<file path="config.mk">
export PLATFORM = sky130hd
export DESIGN_NAME = ram_dual_port_pipelined
export DESIGN_NICKNAME = d
export VERILOG_FILES = /design/src/rtl/ram_dual_port_pipelined.sv
export SDC_FILE = /design/constraint.sdc
export NUM_CORES = 2
export LEC_CHECK = 0
export BUFFER_PORTS_ARGS = -buffer_cell sky130_fd_sc_hd__buf_2
export CAP_MARGIN = 30
export CORE_ASPECT_RATIO = 2
export CORE_MARGIN = 2
export CORE_UTILIZATION = 39
export CTS_CLUSTER_SIZE = 20
export DETAILED_ROUTE_END_ITERATION = 10
export GPL_TIMING_DRIVEN = 0
export HOLD_SLACK_MARGIN = 0.15
export MAX_ROUTING_LAYER = met4
export SLEW_MARGIN = 40
export SYNTH_ARGS = -nofsm -noshare
export SYNTH_HDL_FRONTEND = slang
export SYNTH_SLANG_ARGS = --single-unit
</file>
<file path="constraint.sdc">
create_clock -name clock -period 4.7 [get_ports clock]
set_input_delay 0.235 -clock clock [delete_from_list [all_inputs] [get_ports clock]]
set_output_delay 0.235 -clock clock [all_outputs]
set_load 0.02 [all_outputs]
</file>
<file path="src/rtl/ram_dual_port_pipelined.sv">
// True dual-port RAM with byte-enabled writes, write-first cross-port forwarding and range checks.
// Define RAM_PARITY_EN to store one even-parity bit per byte and report per-byte mismatches on read.
module ram_dual_port_pipelined #(
    parameter int    ADDRESS_WIDTH = 16,
    parameter int    DATA_WIDTH    = 16,
    parameter int    MEMORY_DEPTH  = 64,
    parameter int    READ_LATENCY  = 1,
    parameter string INIT_FILE     = ""
) (
    input  logic                     clock,
    input  logic                     reset,
    input  logic                     a_enable,
    input  logic                     a_rw,
    input  logic [ADDRESS_WIDTH-1:0] a_address,
    input  logic [DATA_WIDTH-1:0]    a_data_in,
    input  logic [DATA_WIDTH/8-1:0]  a_byte_enable,
    output logic [DATA_WIDTH-1:0]    a_data_out,
    output logic                     a_rvalid,
    output logic                     a_range_error,
`ifdef RAM_PARITY_EN
    output logic [DATA_WIDTH/8-1:0]  a_parity_error,
    output logic [DATA_WIDTH/8-1:0]  b_parity_error,
`endif
    input  logic                     b_enable,
    input  logic                     b_rw,
    input  logic [ADDRESS_WIDTH-1:0] b_address,
    input  logic [DATA_WIDTH-1:0]    b_data_in,
    input  logic [DATA_WIDTH/8-1:0]  b_byte_enable,
    output logic [DATA_WIDTH-1:0]    b_data_out,
    output logic                     b_rvalid,
    output logic                     b_range_error
);

    localparam int NB = DATA_WIDTH / 8;
    localparam int IW = (MEMORY_DEPTH > 1) ? $clog2(MEMORY_DEPTH) : 1;
    localparam logic [ADDRESS_WIDTH:0] DEPTH_LIMIT = (ADDRESS_WIDTH + 1)'(MEMORY_DEPTH);
`ifdef RAM_PARITY_EN
    localparam int EW = DATA_WIDTH + NB;
`else
    localparam int EW = DATA_WIDTH;
`endif

    generate
        if ((DATA_WIDTH % 8) != 0 || (READ_LATENCY != 1 && READ_LATENCY != 2) ||
            (MEMORY_DEPTH < 1) || (IW > ADDRESS_WIDTH)) begin : g_bad_params
            $error("ram_dual_port_pipelined: illegal parameter combination");
        end
    endgenerate

    logic [DATA_WIDTH-1:0] mem_q [MEMORY_DEPTH];
`ifdef RAM_PARITY_EN
    logic [NB-1:0]         par_q [MEMORY_DEPTH];
`endif

    // Both ports are handled as index 0 (A) and 1 (B); a request during reset is dropped here.
    logic [1:0]               reqEn;
    logic [1:0]               reqWr;
    logic [1:0]               inRange;
    logic [1:0]               wrEn;
    logic [1:0]               rdEn;
    logic [ADDRESS_WIDTH-1:0] reqAddr [2];
    logic [DATA_WIDTH-1:0]    reqData [2];
    logic [NB-1:0]            reqBe   [2];
    logic [IW-1:0]            reqIdx  [2];

    always_comb begin
        reqEn      = {b_enable, a_enable} & {2{~reset}};
        reqWr      = {b_rw, a_rw};
        reqAddr[0] = a_address;
        reqAddr[1] = b_address;
        reqData[0] = a_data_in;
        reqData[1] = b_data_in;
        reqBe[0]   = a_byte_enable;
        reqBe[1]   = b_byte_enable;
        inRange    = '0;
        for (int p = 0; p < 2; p++) begin
            inRange[p] = ({1'b0, reqAddr[p]} < DEPTH_LIMIT);
            reqIdx[p]  = reqAddr[p][IW-1:0];
        end
        wrEn = reqEn & reqWr & inRange;
        rdEn = reqEn & ~reqWr;
    end

    // B is applied before A so that A's data wins on bytes both ports enable.
    always_ff @(posedge clock) begin
        for (int p = 1; p >= 0; p--) begin
            if (wrEn[p]) begin
                for (int i = 0; i < NB; i++) begin
                    if (reqBe[p][i]) begin
                        mem_q[reqIdx[p]][8*i +: 8] <= reqData[p][8*i +: 8];
`ifdef RAM_PARITY_EN
                        par_q[reqIdx[p]][i] <= ^reqData[p][8*i +: 8];
`endif
                    end
                end
            end
        end
    end

    // Read word per port: bytes the other port writes this cycle are forwarded (and so carry
    // their own fresh parity); everything else comes from the array. Out-of-range reads give 0.
    logic [DATA_WIDTH-1:0] rdData   [2];
    logic [EW-1:0]         rdWord_d [2];
`ifdef RAM_PARITY_EN
    logic [NB-1:0]         rdPerr   [2];
`endif

    always_comb begin
        for (int p = 0; p < 2; p++) begin
            rdData[p] = '0;
`ifdef RAM_PARITY_EN
            rdPerr[p] = '0;
`endif
            if (inRange[p]) begin
                for (int i = 0; i < NB; i++) begin
                    if (wrEn[1-p] && (reqAddr[1-p] == reqAddr[p]) && reqBe[1-p][i]) begin
                        rdData[p][8*i +: 8] = reqData[1-p][8*i +: 8];
                    end else begin
                        rdData[p][8*i +: 8] = mem_q[reqIdx[p]][8*i +: 8];
`ifdef RAM_PARITY_EN
                        rdPerr[p][i] = (^mem_q[reqIdx[p]][8*i +: 8]) ^ par_q[reqIdx[p]][i];
`endif
                    end
                end
            end
`ifdef RAM_PARITY_EN
            rdWord_d[p] = {rdPerr[p], rdData[p]};
`else
            rdWord_d[p] = rdData[p];
`endif
        end
    end

    logic [1:0]    finValid;
    logic [1:0]    finRerr;
    logic [EW-1:0] finWord [2];

    generate
        if (READ_LATENCY == 2) begin : g_lat2
            logic [1:0]    s1Valid_q;
            logic [1:0]    s1Rerr_q;
            logic [EW-1:0] s1Word_q [2];

            always_ff @(posedge clock) begin
                if (reset) begin
                    s1Valid_q   <= '0;
                    s1Rerr_q    <= '0;
                    s1Word_q[0] <= '0;
                    s1Word_q[1] <= '0;
                end else begin
                    s1Valid_q   <= rdEn;
                    s1Rerr_q    <= rdEn & ~inRange;
                    s1Word_q[0] <= rdWord_d[0];
                    s1Word_q[1] <= rdWord_d[1];
                end
            end

            always_comb begin
                finValid   = s1Valid_q;
                finRerr    = s1Rerr_q;
                finWord[0] = s1Word_q[0];
                finWord[1] = s1Word_q[1];
            end
        end else begin : g_lat1
            always_comb begin
                finValid   = rdEn;
                finRerr    = rdEn & ~inRange;
                finWord[0] = rdWord_d[0];
                finWord[1] = rdWord_d[1];
            end
        end
    endgenerate

    // Output stage: data holds between responses, while strobes and parity flags only pulse.
    // Write range errors skip the read pipeline and always report the cycle after acceptance.
    logic [1:0]    rvalid_q;
    logic [1:0]    rangeErr_q;
    logic [EW-1:0] word_q [2];

    always_ff @(posedge clock) begin
        if (reset) begin
            rvalid_q   <= '0;
            rangeErr_q <= '0;
            word_q[0]  <= '0;
            word_q[1]  <= '0;
        end else begin
            rvalid_q   <= finValid;
            rangeErr_q <= finRerr | (reqEn & reqWr & ~inRange);
            for (int p = 0; p < 2; p++) begin
                if (finValid[p]) begin
                    word_q[p] <= finWord[p];
                end
`ifdef RAM_PARITY_EN
                else begin
                    word_q[p][EW-1 -: NB] <= '0;
                end
`endif
            end
        end
    end

    assign a_data_out    = word_q[0][DATA_WIDTH-1:0];
    assign b_data_out    = word_q[1][DATA_WIDTH-1:0];
    assign a_rvalid      = rvalid_q[0];
    assign b_rvalid      = rvalid_q[1];
    assign a_range_error = rangeErr_q[0];
    assign b_range_error = rangeErr_q[1];
`ifdef RAM_PARITY_EN
    assign a_parity_error = word_q[0][EW-1 -: NB];
    assign b_parity_error = word_q[1][EW-1 -: NB];
`endif

endmodule

</file>
==> metrics, run 1 <==
FP Rows=210; count of H-tree levels built during CTS=3; last stage reached=global routing; largest area contributor in the netlist=edfxtp_1; Inserted Clock Buffers=approximately 100; pin count of the biggest net entering global routing=18; Mapped Nets=around 4900; Initial Util=0.392; First Error=[ERROR GRT-0116] Global routing finished with congestion. Check the congestion regions in the DRC Viewer.; sequential-to-total area share from yosys stat=0.496; Port Buffers=72; area share of the leading cell type in the synthesized netlist=0.495; Primary FF master, synth=edfxtp_1; remaining global-route overflow=~2100; I/O pin count=between 100 and 150; cell types with the largest area share after synthesis=edfxtp_1 (49%), mux2_2 (18%), mux2i_1 (6.9%); number of synthesized flops with an enable pin=1056; Post-Synthesis Cells=4866; outcome=stopped before the end; Yosys warnings=0; sinks on the clock net=roughly 1100; cell chosen for the clock root=clkbuf_16; Tot GR Track Use=0.738; Synth Area per Inst=~13 sq um; Chip Width=approximately 290 microns; die span in y=approximately 580 microns; post-synth cell types=between 70 and 80; via count of the first global-routing pass=around 71000; count of state elements after synthesis=1060; placed wire-length estimate=about 400000 microns; wire length of the first global-routing pass=around 830000 microns; synthesized cell area=64100 sq um; fraction of registers with async set or reset after synthesis=0; total setup buffers inserted after CTS=0; final weighted congestion in routability-driven placement=between 1 and 1.5; worst-case clock buffer depth=3
==> through the flow <==
| step | worst slack (ns) | cells | instance area (sq um) | hold WS, ns | util |
|---|---|---|---|---|---|
| after detailed placement | -1.18 | 7261 | 72100 | 0.449 | 0.441 |
| after CTS | 0.0664 | 7470 | 75900 | 0.153 | 0.464 |
| after floorplan | 1.97 | 4866 | 64100 | 0.314 | - |
| after global placement | -3.51 | 7058 | 67100 | 0.436 | 0.410 |
==> logic make-up after synthesis <==
| family | after synthesis | synth area share |
|---|---|---|
| AOI/OAI and AO/OA | 919 | 0.0973 |
| buffers and inverters | 543 | 0.0346 |
| muxes | 1681 | 0.316 |
| DFF | 1060 | 0.496 |
| and+or+nand+nor | 647 | 0.0535 |
| xor gates and xnor gates | 16 | 0.00219 |
==> timing repair <==
item / in CTS
endpoints found under the hold margin: 54
resized for setup: 7
hold buffers: 17
endpoints found under the setup margin: 5
==> cells in the mapped netlist, drive strengths merged (8+ instances only) <==
master / instances
a21oi: 58
nor2b: 14
a22o: 17
nand4: 20
mux2: 1069
nand3: 45
clkbuf: 392
a211oi: 13
a22oi: 98
and3: 12
o2bb2ai: 9
a221o: 15
a221oi: 172
o21ai: 257
nor2: 134
o22ai: 171
edfxtp: 1056
or2: 10
a31oi: 39
xnor2: 16
nor3: 36
or3: 8
nand2: 308
buf: 145
and2: 13
mux2i: 444
o2111ai: 8
nand2b: 16
mux4: 168
o221a: 9
==> routing by layer <==
layer	overflow	GRT usage
met4	725	0.741
met1	16	0.720
met3	31	0.526
met5	-	-
met2	1320	0.920
==> run 2, diff against run 1 <==
- CORE_ASPECT_RATIO: 2 -> not set
- CORE_UTILIZATION: 39 -> 24
- CTS_CLUSTER_SIZE: 20 -> not set
- HOLD_SLACK_MARGIN: 0.15 -> not set
- MAX_ROUTING_LAYER: met4 -> not set
- PLACE_DENSITY_LB_ADDON: not set -> 0.15
==> metrics, run 2 <==
outcome=finished, violations left; failing checks=setup timing; final slew viol count=0; number of DRC markers after the initial detailed-route iteration=about 12000; Compound-Gate Fraction of Synth Area=0.0973 (unchanged); kind of critical path=input pin to register; Chip Width=521 microns (+79%); Clock Power Share=0.435; highest-count cells in the layout ignoring fill and taps=edfxtp_1 (1056), mux2_2 (1039), mux2i_1 (434); I/O pin count=110 (unchanged); fraction of registers with async set or reset after synthesis=0 (unchanged); combinational family with the most area after synthesis=multiplexers; Peak supply drop=~0.38 mV; startpoint of the lowest-slack register-to-register path=mem_q[3][8]; clock tree from TritonCTS=built; number of hold violations in the final report=0; cell breakdown of the critical path=buf_2 -> buf_2 -> buf_4 -> buf_2 -> mux2i_1 -> o22ai_1 -> o21ai_1 -> nand4_1 -> nor3_1 -> a31oi_1; cell types with the largest area share after synthesis=edfxtp_1 (49%), mux2_2 (18%), mux2i_1 (6.9%); worst hold path startpoint=a_data_in[15]; part of the power in combinational logic=0.171; Worst Skew=~0.025 ns; sinks on the clock net=1060 (unchanged); initial antenna violation count=~150; Highest Clock Rate=approximately 0.20 GHz; power density normalized to cell area=~330 nW/um^2; total of fill cells in the finished design=about 27000; placed cell count=8702 (+20%); Total Die Area=271000 sq um; count of H-tree levels built during CTS=4 (+1); Post-Synthesis Cells=4866 (unchanged); Yosys warnings=0 (unchanged); area inside the core boundary=between 200000 and 300000 sq um; wire length of the first global-routing pass=around 670000 microns; worst-skew pair later-pin latency=approximately 0.89 ns; Layout area overhead=24.1%; Mapped Nets=4940 (unchanged); final cell count without fillers=a little over 9000; number of iterations in the first detailed-routing pass=9; Initial Util=0.241 (-0.151); Tot GR Track Use=0.397; measured slew at the worst slew-check pin=between 1 and 1.5 ns; data arrival time of the critical path=approximately 5.6 ns; Max Fanout on Critical Path=11; net switching power=roughly 8.4 mW; switch share=0.317; R2R Path End=word_q[0][24]; number of design rule violations left after detail routing=0; most numerous cell in the Yosys netlist=edfxtp_1; fraction of final layout cells with drive strength greater than 1=0.452; Bufs and invs on worst path=4; Port Buffers=72 (unchanged); Synth Area per Inst=13.2 sq um (unchanged); most frequent cells after synthesis=edfxtp_1 (1056), mux2_2 (1039), mux2i_1 (444); die span in y=521 microns (-9.8%); number of synthesized flops with an enable pin=1056 (unchanged); overall power after layout=between 20 and 30 mW; CP delay by family, top=buffers and inverters; cell repeated most along the worst path=buf_2; number of flip-flops in the largest register=about 1000; remaining global-route overflow=0; Primary FF master, synth=edfxtp_1; post-CTS clock slew at the launch and capture registers of the worst setup and hold paths=around 0.06 ns; period utilisation layout=1.06; final critical path time including I/O delays and setup=roughly 5 ns; internal power contribution=18.0 mW; area share of the leading cell type in the synthesized netlist=0.495 (unchanged); cell chosen for the clock root=clkbuf_16; minimum setup slack in the final design=-0.275 ns; multiplexer share of the synthesized area=0.316 (unchanged); Inserted Clock Buffers=145 (+41%); hold path cells=2; largest area contributor in the netlist=edfxtp_1; setup slack, reg-to-reg=approximately 1.2 ns; number of max-cap violations=0; required time at the worst-slack endpoint=5.27 ns; worst min path class=input pin to register; Endpoint, Worst Hold=mem_q[6][15]; most frequent standard cell in the layout excluding fill and tap cells=edfxtp_1; crit path launch type=input pin; unrepaired setup endpoints after global routing=false; area fraction in and, or, nand and nor cells after synthesis=0.0535 (unchanged); post-synth cell types=75 (unchanged); slowest library cell on the worst path=buf_2; pin count of the biggest net entering global routing=17; FP Rows=189 (-10%); Avg Vias per Cell=6.59; synthesized cell area=64100 sq um (unchanged); minimum hold slack=0.0474 ns; Synth Area in XOR/XNOR=0.00219 (unchanged); Slew Limit Headroom=0.216; sequential-to-total area share from yosys stat=0.496 (unchanged); type of element capturing the critical path=register; final layout net count=about 5400; Critical Path Max Stage Delay=approximately 0.8 ns; static leakage power=between 20 and 30 nW; final weighted congestion in routability-driven placement=1.07 (-15%); worst-case clock buffer depth=3 (unchanged); average wire length per cell after detail routing=between 60 and 70 microns; Vias=around 60000; fraction of power consumed by sequential logic=0.394; Routed Antenna Nets=0; count of state elements after synthesis=1060 (unchanged); Adder-Cell Fraction of Synth Area=0 (unchanged); wire length reported by the detailed router=555000 microns; via count of the first global-routing pass=53000; placed wire-length estimate=421000 microns (+4.9%); total of endpoints with negative setup slack in the final report=93; worst-case reg-to-reg path depth=5
==> run 2: area by class of cell <==
class / count / area [sq um] / area share
inverter: 6 / 23.8 / 0.000299
sequential: 1060 / 31800 / 0.400
multi-input combinational: 3263 / 31300 / 0.394
buffer: 537 / 2800 / 0.0352
clock inverter: 77 / 855 / 0.0108
antenna: 93 / 233 / 0.00293
timing repair buffer: 314 / 4250 / 0.0534
clock buffer: 176 / 3810 / 0.0479
tap: 3533 / 4420 / 0.0556
==> run 2: worst max-delay path by stage <==
stage,from,endpoint,slack [ns],cells after the start
floorplan,b_address[10],mem_q[12][0],1.97,6
global placement,b_address[0],mem_q[29][15],-4.61,7
detailed placement,b_address[0],word_q[0][28],-0.96,10
CTS,b_address[0],word_q[0][28],0.27,10
global route,b_address[0],word_q[0][28],0.15,10
finish,b_address[0],word_q[0][28],-0.28,10
==> run 2: per-layer routing <==
layer	GRT usage	vias to the layer above	routed length, microns	share of wire
li1	-	20500	-	-
met3	0.168	1705	73600	0.13
met5	0.00456	-	555	0.0010
met2	0.529	6024	216000	0.39
met1	0.505	31400	218000	0.39
met4	0.288	54	47400	0.085
==> run 2: cell families after synthesis <==
kind of cell              after synthesis
xor gates and xnor gates               16
muxes                                1681
buffers and inverters                 543
DFF                                  1060
and+or+nand+nor                       647
AOI/OAI and AO/OA                     919
==> run 2: metrics by stage <==
stage	TNS [ns]	worst slack [ns]	util	area, sq um
final	-6.50	-0.275	0.300	79500
after global routing	0	0.145	0.299	79300
after CTS	0	0.268	0.298	79200
after detailed placement	-93.40	-0.964	0.281	74400
after global placement	-2783.28	-4.61	0.260	68900
after floorplan	0	1.97	-	64100
==> run 2: what timing repair did <==
| action | 4_1_cts | 5_1_grt |
|---|---|---|
| endpoints found under the hold margin | 16 | 0 |
| hold buffers | 9 | 0 |
| endpoints found under the setup margin | 1 | 0 |
| buffers inserted | 0 | 0 |
| resized for setup | 1 | 0 |
==> run 2: power groups by stage <==
| stage | clock [mW] | combinational [mW] | sequential (mW) |
|---|---|---|---|
| floorplan | 0 | 1.53 | 10.6 |
| global placement | 0 | 3.80 | 10.6 |
| detailed placement | 0 | 4.13 | 10.6 |
| CTS | 11.5 | 4.15 | 10.4 |
| global route | 11.8 | 4.28 | 10.4 |
| finish | 11.5 | 4.51 | 10.4 |
==> run 2: worst register-to-register path: cells and delay by family, from the launching register on <==
| family | cells | cell delay [ns] |
|---|---|---|
| AOI/OAI and AO/OA | 3 | 1.39 |
| and+or+nand+nor | 1 | 0.78 |
| muxes | 1 | 0.56 |
| DFF | 1 | 0.41 |
(Power assumes the default switching activity.)
